### src/rtl/bitrev_ctrl_pkg.sv
// bitrev_ctrl_pkg
//   Shared definitions for the bitrev SPI master controller: FSM state
//   encoding and the transaction shape (bits out, bits in, SCK periods).
package bitrev_ctrl_pkg;

   typedef enum logic [2:0] {
      ST_IDLE  = 3'd0,
      ST_SETUP = 3'd1,
      ST_SHIFT = 3'd2,
      ST_HOLD  = 3'd3,
      ST_DONE  = 3'd4
   } state_t;

   localparam int BITS_TX = 8;
   localparam int BITS_RX = 8;
   localparam int PERIODS = 16;
   localparam int HALVES  = 2 * PERIODS;

endpackage

### src/rtl/bitrev_ctrl_if.sv
// bitrev_ctrl_if
//   CPU-side request/response handshake of the bitrev SPI master.
//   req_valid/req_ready/req_data    : byte to send, accepted on valid & ready
//   resp_valid/resp_ready/resp_data : reply byte, held until valid & ready
//   master modport : bus adapter side
//   slave modport  : controller side
interface bitrev_ctrl_if;
   import bitrev_ctrl_pkg::*;

   logic               req_valid;
   logic               req_ready;
   logic [BITS_TX-1:0] req_data;
   logic               resp_valid;
   logic               resp_ready;
   logic [BITS_RX-1:0] resp_data;

   modport master (
      output req_valid, req_data, resp_ready,
      input  req_ready, resp_valid, resp_data
   );

   modport slave (
      input  req_valid, req_data, resp_ready,
      output req_ready, resp_valid, resp_data
   );

endinterface

### src/rtl/bitrev_ctrl_spi_clk_div.sv
// spi_clk_div
//   SCK half-period timer. While en is high it counts DIV clk cycles per
//   half period and alternates between the high and low half. When en is
//   low the counter and phase are held cleared, so the first half after
//   enabling is always the high half.
//   clk, rst : system clock, asynchronous active-high reset
//   en       : run the timer
//   fall     : one-cycle strobe on the cycle whose edge ends a high half
//   rise     : one-cycle strobe on the cycle whose edge ends a low half
module spi_clk_div #(
   parameter int DIV = 2
) (
   input  logic clk,
   input  logic rst,
   input  logic en,
   output logic rise,
   output logic fall
);

   localparam int            CW = $clog2(DIV) + 1;
   localparam logic [CW-1:0] TC = CW'(DIV - 1);

   logic [CW-1:0] cnt_q, cnt_d;
   logic          phase_q, phase_d;   // 0: high half, 1: low half
   logic          term;

   assign term = en && (cnt_q == TC);
   assign fall = term && !phase_q;
   assign rise = term && phase_q;

   always_comb begin
      cnt_d   = cnt_q;
      phase_d = phase_q;
      if (!en) begin
         cnt_d   = '0;
         phase_d = 1'b0;
      end else if (term) begin
         cnt_d   = '0;
         phase_d = !phase_q;
      end else begin
         cnt_d   = cnt_q + CW'(1);
      end
   end

   always_ff @(posedge clk or posedge rst) begin
      if (rst) begin
         cnt_q   <= '0;
         phase_q <= 1'b0;
      end else begin
         cnt_q   <= cnt_d;
         phase_q <= phase_d;
      end
   end

endmodule

### src/rtl/bitrev_ctrl.sv
// bitrev_ctrl
//   SPI master that runs one full exchange with the bitrev peripheral per
//   request: 8 SCK periods sending req_data MSB first on MOSI, then 8 more
//   periods collecting the reply from MISO (first bit into bit 0).
//   clk, rst  : system clock, asynchronous active-high reset
//   bus       : request/response handshake (slave side)
//   spi_sck   : serial clock, idles low
//   spi_ss    : slave select, active low
//   spi_mosi  : master out, idles high
//   spi_miso  : slave in
//   DIV       : SCK half period in clk cycles (>= 1)
module bitrev_ctrl
   import bitrev_ctrl_pkg::*;
#(
   parameter int DIV = 2
) (
   input  logic         clk,
   input  logic         rst,
   bitrev_ctrl_if.slave bus,
   output logic         spi_sck,
   output logic         spi_ss,
   output logic         spi_mosi,
   input  logic         spi_miso
);

   localparam int            CW        = $clog2(DIV) + 1;
   localparam logic [CW-1:0] TC        = CW'(DIV - 1);
   localparam logic [4:0]    EDGE_LAST = 5'(HALVES - 1);

   state_t             state_q, state_d;
   logic [BITS_TX-1:0] tx_q, tx_d;
   logic [BITS_RX-1:0] rx_q, rx_d;
   logic [4:0]         edge_q, edge_d;    // current half period within SHIFT
   logic [CW-1:0]      wait_q, wait_d;    // SETUP / HOLD duration
   logic               sck_q, sck_d;
   logic               ss_q, ss_d;
   logic               mosi_q, mosi_d;
   logic               div_en, sck_rise, sck_fall, wait_done, active_d;

   assign div_en    = (state_q == ST_SHIFT);
   assign wait_done = (wait_q == TC);

   spi_clk_div #(.DIV(DIV)) u_div (
      .clk  (clk),
      .rst  (rst),
      .en   (div_en),
      .rise (sck_rise),
      .fall (sck_fall)
   );

   always_comb begin
      state_d = state_q;
      tx_d    = tx_q;
      rx_d    = rx_q;
      edge_d  = edge_q;
      wait_d  = '0;
      case (state_q)
         ST_IDLE: begin
            if (bus.req_valid) begin
               tx_d    = bus.req_data;
               rx_d    = '0;
               state_d = ST_SETUP;
            end
         end
         ST_SETUP: begin
            if (wait_done) state_d = ST_SHIFT;
            else           wait_d  = wait_q + CW'(1);
         end
         ST_SHIFT: begin
            if (sck_fall) begin
               // Periods 1..8 shift out with 1-fill, so MOSI settles high
               // after the eighth falling edge; periods 9..16 capture MISO.
               if (!edge_q[4]) tx_d = {tx_q[BITS_TX-2:0], 1'b1};
               else            rx_d[edge_q[3:1]] = spi_miso;
            end
            if (sck_rise || sck_fall) begin
               if (edge_q == EDGE_LAST) begin
                  edge_d  = '0;
                  state_d = ST_HOLD;
               end else begin
                  edge_d  = edge_q + 5'd1;
               end
            end
         end
         ST_HOLD: begin
            if (wait_done) state_d = ST_DONE;
            else           wait_d  = wait_q + CW'(1);
         end
         ST_DONE: begin
            if (bus.resp_ready) state_d = ST_IDLE;
         end
         default: state_d = ST_IDLE;
      endcase

      // Pins are registered from the next state so they switch cleanly
      // together with the state register.
      active_d = (state_d == ST_SETUP) || (state_d == ST_SHIFT) || (state_d == ST_HOLD);
      ss_d     = !active_d;
      mosi_d   = active_d ? tx_d[BITS_TX-1] : 1'b1;
      sck_d    = 1'b0;
      if (state_d == ST_SHIFT) begin
         if (state_q == ST_SETUP) sck_d = 1'b1;
         else if (sck_fall)       sck_d = 1'b0;
         else if (sck_rise)       sck_d = 1'b1;
         else                     sck_d = sck_q;
      end
   end

   always_ff @(posedge clk or posedge rst) begin
      if (rst) begin
         state_q <= ST_IDLE;
         tx_q    <= '0;
         rx_q    <= '0;
         edge_q  <= '0;
         wait_q  <= '0;
         sck_q   <= 1'b0;
         ss_q    <= 1'b1;
         mosi_q  <= 1'b1;
      end else begin
         state_q <= state_d;
         tx_q    <= tx_d;
         rx_q    <= rx_d;
         edge_q  <= edge_d;
         wait_q  <= wait_d;
         sck_q   <= sck_d;
         ss_q    <= ss_d;
         mosi_q  <= mosi_d;
      end
   end

   assign bus.req_ready  = (state_q == ST_IDLE);
   assign bus.resp_valid = (state_q == ST_DONE);
   assign bus.resp_data  = rx_q;
   assign spi_sck        = sck_q;
   assign spi_ss         = ss_q;
   assign spi_mosi       = mosi_q;

endmodule

### src/flat_wrapper.sv
// flat-port wrapper written by rule: the top's interface ports become plain ports
module bitrev_ctrl_flat import bitrev_ctrl_pkg::*;
#(
   parameter int DIV = 2
)
  (clk, rst, spi_sck, spi_ss, spi_mosi, spi_miso, bus_req_valid, bus_req_data, bus_resp_ready, bus_req_ready, bus_resp_valid, bus_resp_data);
  bitrev_ctrl_if bus_i ();
  input  logic clk;
  input  logic rst;
  output logic spi_sck;
  output logic spi_ss;
  output logic spi_mosi;
  input  logic spi_miso;
  input wire logic [$bits(bus_i.req_valid)-1:0] bus_req_valid;
  input wire logic [$bits(bus_i.req_data)-1:0] bus_req_data;
  input wire logic [$bits(bus_i.resp_ready)-1:0] bus_resp_ready;
  output wire logic [$bits(bus_i.req_ready)-1:0] bus_req_ready;
  output wire logic [$bits(bus_i.resp_valid)-1:0] bus_resp_valid;
  output wire logic [$bits(bus_i.resp_data)-1:0] bus_resp_data;
  assign bus_i.req_valid = bus_req_valid;
  assign bus_i.req_data = bus_req_data;
  assign bus_i.resp_ready = bus_resp_ready;
  assign bus_req_ready = bus_i.req_ready;
  assign bus_resp_valid = bus_i.resp_valid;
  assign bus_resp_data = bus_i.resp_data;
  bitrev_ctrl #(.DIV(DIV)) u_core (.clk(clk), .rst(rst), .bus(bus_i), .spi_sck(spi_sck), .spi_ss(spi_ss), .spi_mosi(spi_mosi), .spi_miso(spi_miso));
endmodule
### config.mk
export PLATFORM = sky130hd
export DESIGN_NAME = bitrev_ctrl_flat
export DESIGN_NICKNAME = d
export VERILOG_FILES = /design/src/rtl/bitrev_ctrl_pkg.sv /design/src/rtl/bitrev_ctrl_if.sv /design/src/rtl/bitrev_ctrl_spi_clk_div.sv /design/src/rtl/bitrev_ctrl.sv /design/src/flat_wrapper.sv
export SDC_FILE = /design/constraint.sdc
export NUM_CORES = 1
export LEC_CHECK = 0
export CAP_MARGIN = 0
export CORE_ASPECT_RATIO = 0.75
export CORE_MARGIN = 1.5
export CORE_UTILIZATION = 50
export CTS_CLUSTER_SIZE = 16
export DETAILED_ROUTE_END_ITERATION = 8
export PLACE_DENSITY_LB_ADDON = 0.05
export SETUP_SLACK_MARGIN = 0.4
export SLEW_MARGIN = 30
export SYNTH_ARGS = -nofsm -noshare
export SYNTH_HDL_FRONTEND = slang
export SYNTH_SLANG_ARGS = --single-unit
### constraint.sdc
create_clock -name clk -period 2.29 [get_ports clk]
set_clock_uncertainty 0.15 [all_clocks]
set_input_delay 0.458 -clock clk [delete_from_list [all_inputs] [get_ports clk]]
set_output_delay 0.458 -clock clk [all_outputs]
set_load 0.01 [all_outputs]
## Word-level counts from Yosys, hierarchy flattened

Index checks and enable logic that the tools add are counted.

- Add/sub/neg operators: 3
- $lt $le $gt $ge: 2
- Eq/ne operators: 16
- Mux-type cells: 30
- Reduce and logical (&&, ||, !) cells: 15

Operator list:

| cell | number |
|---|---|
| 2-to-1 mux 8 bit | 6 |
| one-hot mux 8 bit (2 select lines) | 2 |
| 2-to-1 mux 3 bit | 6 |
| one-hot mux 3 bit (5 select lines) | 1 |
| equality test 3 x 2 -> 1 bit (second input constant) | 4 |
| bitwise mux 8 bit | 1 |
| 2-to-1 mux 1 bit | 8 |
| 2-to-1 mux 2 bit | 4 |
| AND reduction 4 bit | 2 |
| equality test 3 x 1 -> 1 bit (second input constant) | 2 |
| != test 2 x 1 -> 1 bit (second input constant) | 3 |
| adder 5 x 1 -> 5 bit (second input constant) | 1 |
| equality test 5 bit (second input constant) | 1 |
| 2-to-1 mux 5 bit | 1 |
| adder 2 x 1 -> 2 bit (second input constant) | 2 |
| equality test 2 x 1 -> 1 bit (second input constant) | 2 |
| logical AND 1 bit | 4 |
| less-than comparator 3 x 4 -> 1 bit (second input constant) | 1 |
| != test 2 bit (second input constant) | 2 |
| != test 4 x 2 -> 1 bit (second input constant) | 1 |
| demux 1 bit (select 3 bit) | 1 |
| equality test 3 bit (second input constant) | 1 |
| greater-or-equal comparator 3 x 1 -> 1 bit (second input constant) | 1 |
| logical NOT 3 bit | 1 |
| other kinds (5) | 8 |

- Flip-flop bits (word level): 32
- Bits of input ports: 13
- Output and inout bits: 13
- Word-level logic and storage cells: 77

## Longest topological paths before layout

- Depth in word-level cells: 10
- Depth in mapped cells: 6
- Mapped depth without buffers: 5

## Cells and area by module

Synthesis repeated with hierarchy kept, for this count alone.

- Cells, all modules: 160
- Area total of the unflattened synthesis: 1632.8 µm²

By module, submodules not included:

| module | instances | cells an instance | area each (µm²) | seq. area each (µm²) |
|---|---|---|---|---|
| bitrev_ctrl | 1 | 148 | 1503.9 | 728.2 |
| spi_clk_div | 1 | 12 | 128.9 | 75.1 |

## Worst setup path before layout

No wires, ideal clock.

- Path type: register -> register
- Start: register u_core.edge_q[2]
- End: register u_core.sck_q, in the netlist u_core.spi_sck
- Setup time: 0.105 ns
- Arrival: 1.510 ns
- Data required time: 2.035 ns
- Path slack: 0.525 ns
- Cell stages (with the launch flop): 6
- Buffers on the path: 1
- Period minus slack after synthesis: 1.765 ns
- Path through: dfrtp_1 -> clkbuf_1 -> and3_1 -> ha_1 -> a211o_1 -> nor4b_1

- Longest elaborated chain between the ends: 6
- Elaborated cells between the ends (all ways): 7
- Classes of those cells: 3 x eq/ne; 4 x mux

Ends and longest elaborated chain:

| what | line | source |
|---|---|---|
| start: declaration | bitrev_ctrl.sv:33 | `logic [4:0] edge_q, edge_d;` |
| start signal: assignment | bitrev_ctrl.sv:123 | `edge_q <= edge_d;` |
| equality test 5 bit (*) | bitrev_ctrl.sv:77 | `if (edge_q == EDGE_LAST) begin` |
| 2-to-1 mux 3 bit (*) | bitrev_ctrl.sv:77 |  |
| 2-to-1 mux 3 bit (*) | bitrev_ctrl.sv:76 | `if (sck_rise \|\| sck_fall) begin` |
| one-hot mux 3 bit (5 select lines) (*) | bitrev_ctrl.sv:57 | `case (state_q)` |
| named net u_core.state_d[0] | bitrev_ctrl.sv:30 | `state_t state_q, state_d;` |
| equality test 3 x 2 -> 1 bit (*) | bitrev_ctrl.sv:101 | `if (state_d == ST_SHIFT) begin` |
| != test 4 x 2 -> 1 bit (no source line) / 2-to-1 mux 1 bit (equally long branches) | -- |  |
| end signal: assignment | bitrev_ctrl.sv:125 | `sck_q <= sck_d;` |
| end: declaration | bitrev_ctrl.sv:35 | `logic sck_q, sck_d;` |

The timed path passes the listed nets; every way through them passes the cells marked *.
A chain may end at the register's enable or synchronous reset.

## Worst setup path after layout

- Start: register u_core.edge_q[0]
- End: register u_core.ss_q, in the netlist u_core.spi_ss

- Longest elaborated chain between the ends: 8
- Elaborated cells between the ends (all ways): 10
- Classes of those cells: 4 x eq/ne; 3 x mux; 3 x reduce/logical

Ends and longest elaborated chain:

| what | line | source |
|---|---|---|
| equality test 5 bit (*) | bitrev_ctrl.sv:77 |  |
| 2-to-1 mux 3 bit (*) | bitrev_ctrl.sv:77 |  |
| 2-to-1 mux 3 bit (*) | bitrev_ctrl.sv:76 |  |
| one-hot mux 3 bit (5 select lines) (*) | bitrev_ctrl.sv:57 |  |
| named net u_core.state_d[0] | bitrev_ctrl.sv:30 |  |
| equality test 3 x 1 -> 1 bit / equality test 3 x 2 -> 1 bit (equally long branches) | bitrev_ctrl.sv:97 | `active_d = (state_d == ST_SETUP) \|\| (state_d == ST_SHIFT) \|\| (state_d == ST_HOLD);` |
| logical OR 1 bit | bitrev_ctrl.sv:97 |  |
| logical OR 1 bit (*) | bitrev_ctrl.sv:97 |  |
| logical NOT 1 bit (*) | bitrev_ctrl.sv:98 | `ss_d = !active_d;` |
| named net u_core.ss_d | bitrev_ctrl.sv:36 | `logic ss_q, ss_d;` |
| end signal: assignment | bitrev_ctrl.sv:126 | `ss_q <= ss_d;` |
| end: declaration | bitrev_ctrl.sv:36 |  |

Marked as above.

==> summary.md <==
| Metric | Value |
|---|---|
| Drt pass-1 iters | 4 |
| Worst Reg-to-Reg Cells | 6 |
| Post-synth top area cell | dfrtp_1 |
| Startpoint types | register |
| Highest metal used | met4 |
| Via count | 1273 |
| Crit path kind | register to register |
| FF+latch count, synth | 32 |
| Tmin final | 1900 ps |
| Layout cells sized above 1 | 0.178 |
| Commonest non-fill, non-tap cell in the layout | dfrtp_1 |
| Worst-Skew Late Latency | 290 ps |
| Layout area overhead | 31.9% |
| Hold Path Class | register to register |
| Crit share post-route | 0.828 |
| Synthesized instance count | 149 |
| Worst path arrival time | 1960 ps |
| Place WS | 170 ps |
| Clock transition at path regs | 60 ps |
| CP required | 2350 ps |
| Avg Inst Size Synth | 10.0 um^2 |
| WL per Instance | 14.9 um |
| Cell Area, Placed | 0.00181 mm^2 |
| Most frequent cells in the layout | dfrtp_1 (27), clkdlybuf4s50_1 (21), nand2_1 (17) |
| R2R setup slack | 390 ps |
| Power, Total | 2.08 mW |
| Clk root buf | clkbuf_8 |
| Max Freq | 0.528 GHz |
| Post-route ant nets | 0 |
| Net Sw Power | 0.722 mW |
| Num rows | 16 |
| Hold Buf Count CTS | 0 |
| Total Wirelength | 3.30 mm |
| CTS sink cnt | 32 |
| Finished Cell Area | 0.00197 mm^2 |
| N_diodes | 0 |
| Yosys warns | 0 |
| Leak | 0.888 nW |
| Vias in the first global route | 1148 |
| Worst-margin pin slew | 390 ps |
| Slew Limit Headroom | 0.740 |
| Die height | 50.4 um |
| Critical Path Fanout Max | 6 |
| Largest net degree at the start of global routing | 33 |
| Final Hold Vio Count | 0 |
| CORE AREA | 0.00272 mm^2 |
| Clock share of power | 0.210 |
| Max VDD drop | 0.488 mV |
| Combinational Power Share | 0.371 |
| TritonCTS clock tree | done |
| Initial DRC count | 81 |
| Synth Cell Area | 0.00150 mm^2 |
| Mapped Nets | 164 |
| Final Instance Count excl. Fillers | 221 |
| RR Endpoint | u_core.spi_ss |
| Synth cell types | 37 |
| I/O Pins | 26 |
| RSZ-0062 raised after global routing | yes |
| Remaining DRCs | 0 |
| Grt total ovfl | 0 |
| Met2 WL | 1.48 mm |
| Critical Path Sink | u_core.spi_ss |
| Total Neg Setup Slack | 0 ps |
| Detailed Place HPWL | 2.20 mm |
| Seq/Total Area, Yosys | 0.537 |
| Final number of max-transition violations | 0 |
| Cts bufs inserted | 5 |
| # port buffers | 25 |
| M1 WL | 1.55 mm |
| Total track usage | 0.221 |
| Antenna violations before repair | 0 |
| Starting Density | 0.549 |
| Dpl cells | 209 |
| Final count of negative-setup-slack endpoints | 0 |
| Sequential Power Share | 0.419 |
| Sw Ratio | 0.346 |
| Pint | 1.36 mW |
| Pwr Density | 1060 mW/mm^2 |
| Nets | 199 |
| Worst r2r src | u_core.edge_q[0] |
| WL met3 | 186 um |
| CTS Buffer Depth | 2 |
| Total Die Area | 0.00333 mm^2 |
| H-Tree Depth | 2 |
| Worst setup slack after layout | 394 ps |
| Largest cells by area after synthesis | dfrtp_1 (50%), o21ai_0 (4.7%), nand2_1 (4.3%) |
| Outcome | complete, no violations |
| Critical Path Start | u_core.edge_q[0] |
| Via-to-Cell Ratio | 5.76 |
| CP endpoint kind | register |
| Max_cap viols | 0 |
| Routability congestion estimate | 0.785 |
| Post-synth top area share | 0.502 |
| First-pass GRT wire length | 5.38 mm |
| Die W | 66.1 um |
synthesized netlist by cell type, drive strengths merged:
master	count
dfstp	2
ha	2
o31ai	4
nor2	9
or3b	2
a21o	2
a21oi	3
nand2	17
nor4b	3
nor2b	4
xor2	1
nand4bb	1
and4bb	1
nand3	2
and2	3
o21ai	14
buf	3
o22ai	1
a211o	2
o2bb2ai	1
o21ba	1
nor4	1
a221o	1
nand4	1
a22oi	6
clkbuf	4
xnor2	1
dfrtp	30
inv	5
nand2b	4
and3	1
nor3b	1
o21bai	1
a31oi	5
nand3b	3
nor3	7
power by group through the flow:
| stage | clock network (mW) | registers (mW) | logic (mW) |
|---|---|---|---|
| 4_1_cts | 0.448 | 0.867 | 0.678 |
| 6_report | 0.437 | 0.874 | 0.772 |
| 2_1_floorplan | 0 | 0.836 | 0.484 |
| 5_1_grt | 0.472 | 0.894 | 0.858 |
| 3_3_place_gp | 0 | 0.860 | 0.671 |
| 3_5_place_dp | 0 | 0.868 | 0.694 |
flip-flops by register name, summed over array words and instances, names as in the netlist:
register	cells
u_core.bus.resp_data	8
u_core.edge_q	5
u_core.spi_mosi	1
u_core.spi_sck	1
u_core.spi_ss	1
u_core.state_q	3
u_core.tx_q	8
u_core.u_div.cnt_q	2
u_core.u_div.phase_q	1
u_core.wait_q	2
through the flow:
stage / hold slack (ps) / util
final: 329 / 0.724
after global routing: 354 / 0.724
after CTS: 333 / 0.700
after detailed placement: 317 / 0.663
after global placement: 308 / 0.663
after floorplan: 291 / -
cell families (layout without fill, tap and decap cells):
group,count (synthesis),after routing,share of synthesized area
AND/OR/NAND/NOR,60,60,0.223
AO/OA/AOI/OAI,41,41,0.178
flip-flops,32,32,0.537
buffers and inverters,12,48,0.0326
adder cells (fa/ha/maj),2,2,0.0167
XOR/XNOR,2,2,0.0117
metal layers:
metal / track usage / vias to the layer above
met5: 0 / -
met4: 0.112 / 0
met3: 0.0605 / 7
met2: 0.317 / 36
met1: 0.308 / 623
li1: - / 607
how the worst min path moves through the flow:
stage | start | to | slack (ps) | cells after the start
4_1_cts | u_core.tx_q[4] | u_core.tx_q[4] | 330 | 2
3_3_place_gp | u_core.tx_q[4] | u_core.tx_q[4] | 310 | 2
5_1_grt | u_core.tx_q[4] | u_core.tx_q[4] | 350 | 2
3_5_place_dp | u_core.tx_q[2] | u_core.tx_q[2] | 320 | 2
2_1_floorplan | u_core.u_div.cnt_q[0] | u_core.u_div.cnt_q[0] | 290 | 1
6_report | u_core.tx_q[4] | u_core.tx_q[4] | 330 | 2
critical path: stages, from the launching register on:
cell	delay, ps
dfrtp_1	410
ha_2	210
and3_1	180
ha_2	210
a211o_1	370
buf_4	160
nor2_1	130
layout make-up:
class	count	area, um^2
Sequential cell	32	807
Clock buffer	8	90.1
Tap cell	36	45.0
Multi-Input combinational cell	105	689
Timing Repair Buffer	35	322
Inverter	5	18.8
Fill cell	218	751
repair_timing:
action | CTS | global route
pin swaps | 0 | 1
setup buffers | 0 | 4
endpoints found under the setup margin | 7 | 10
resized for setup | 10 | 7
(Power assumes the default switching activity.)
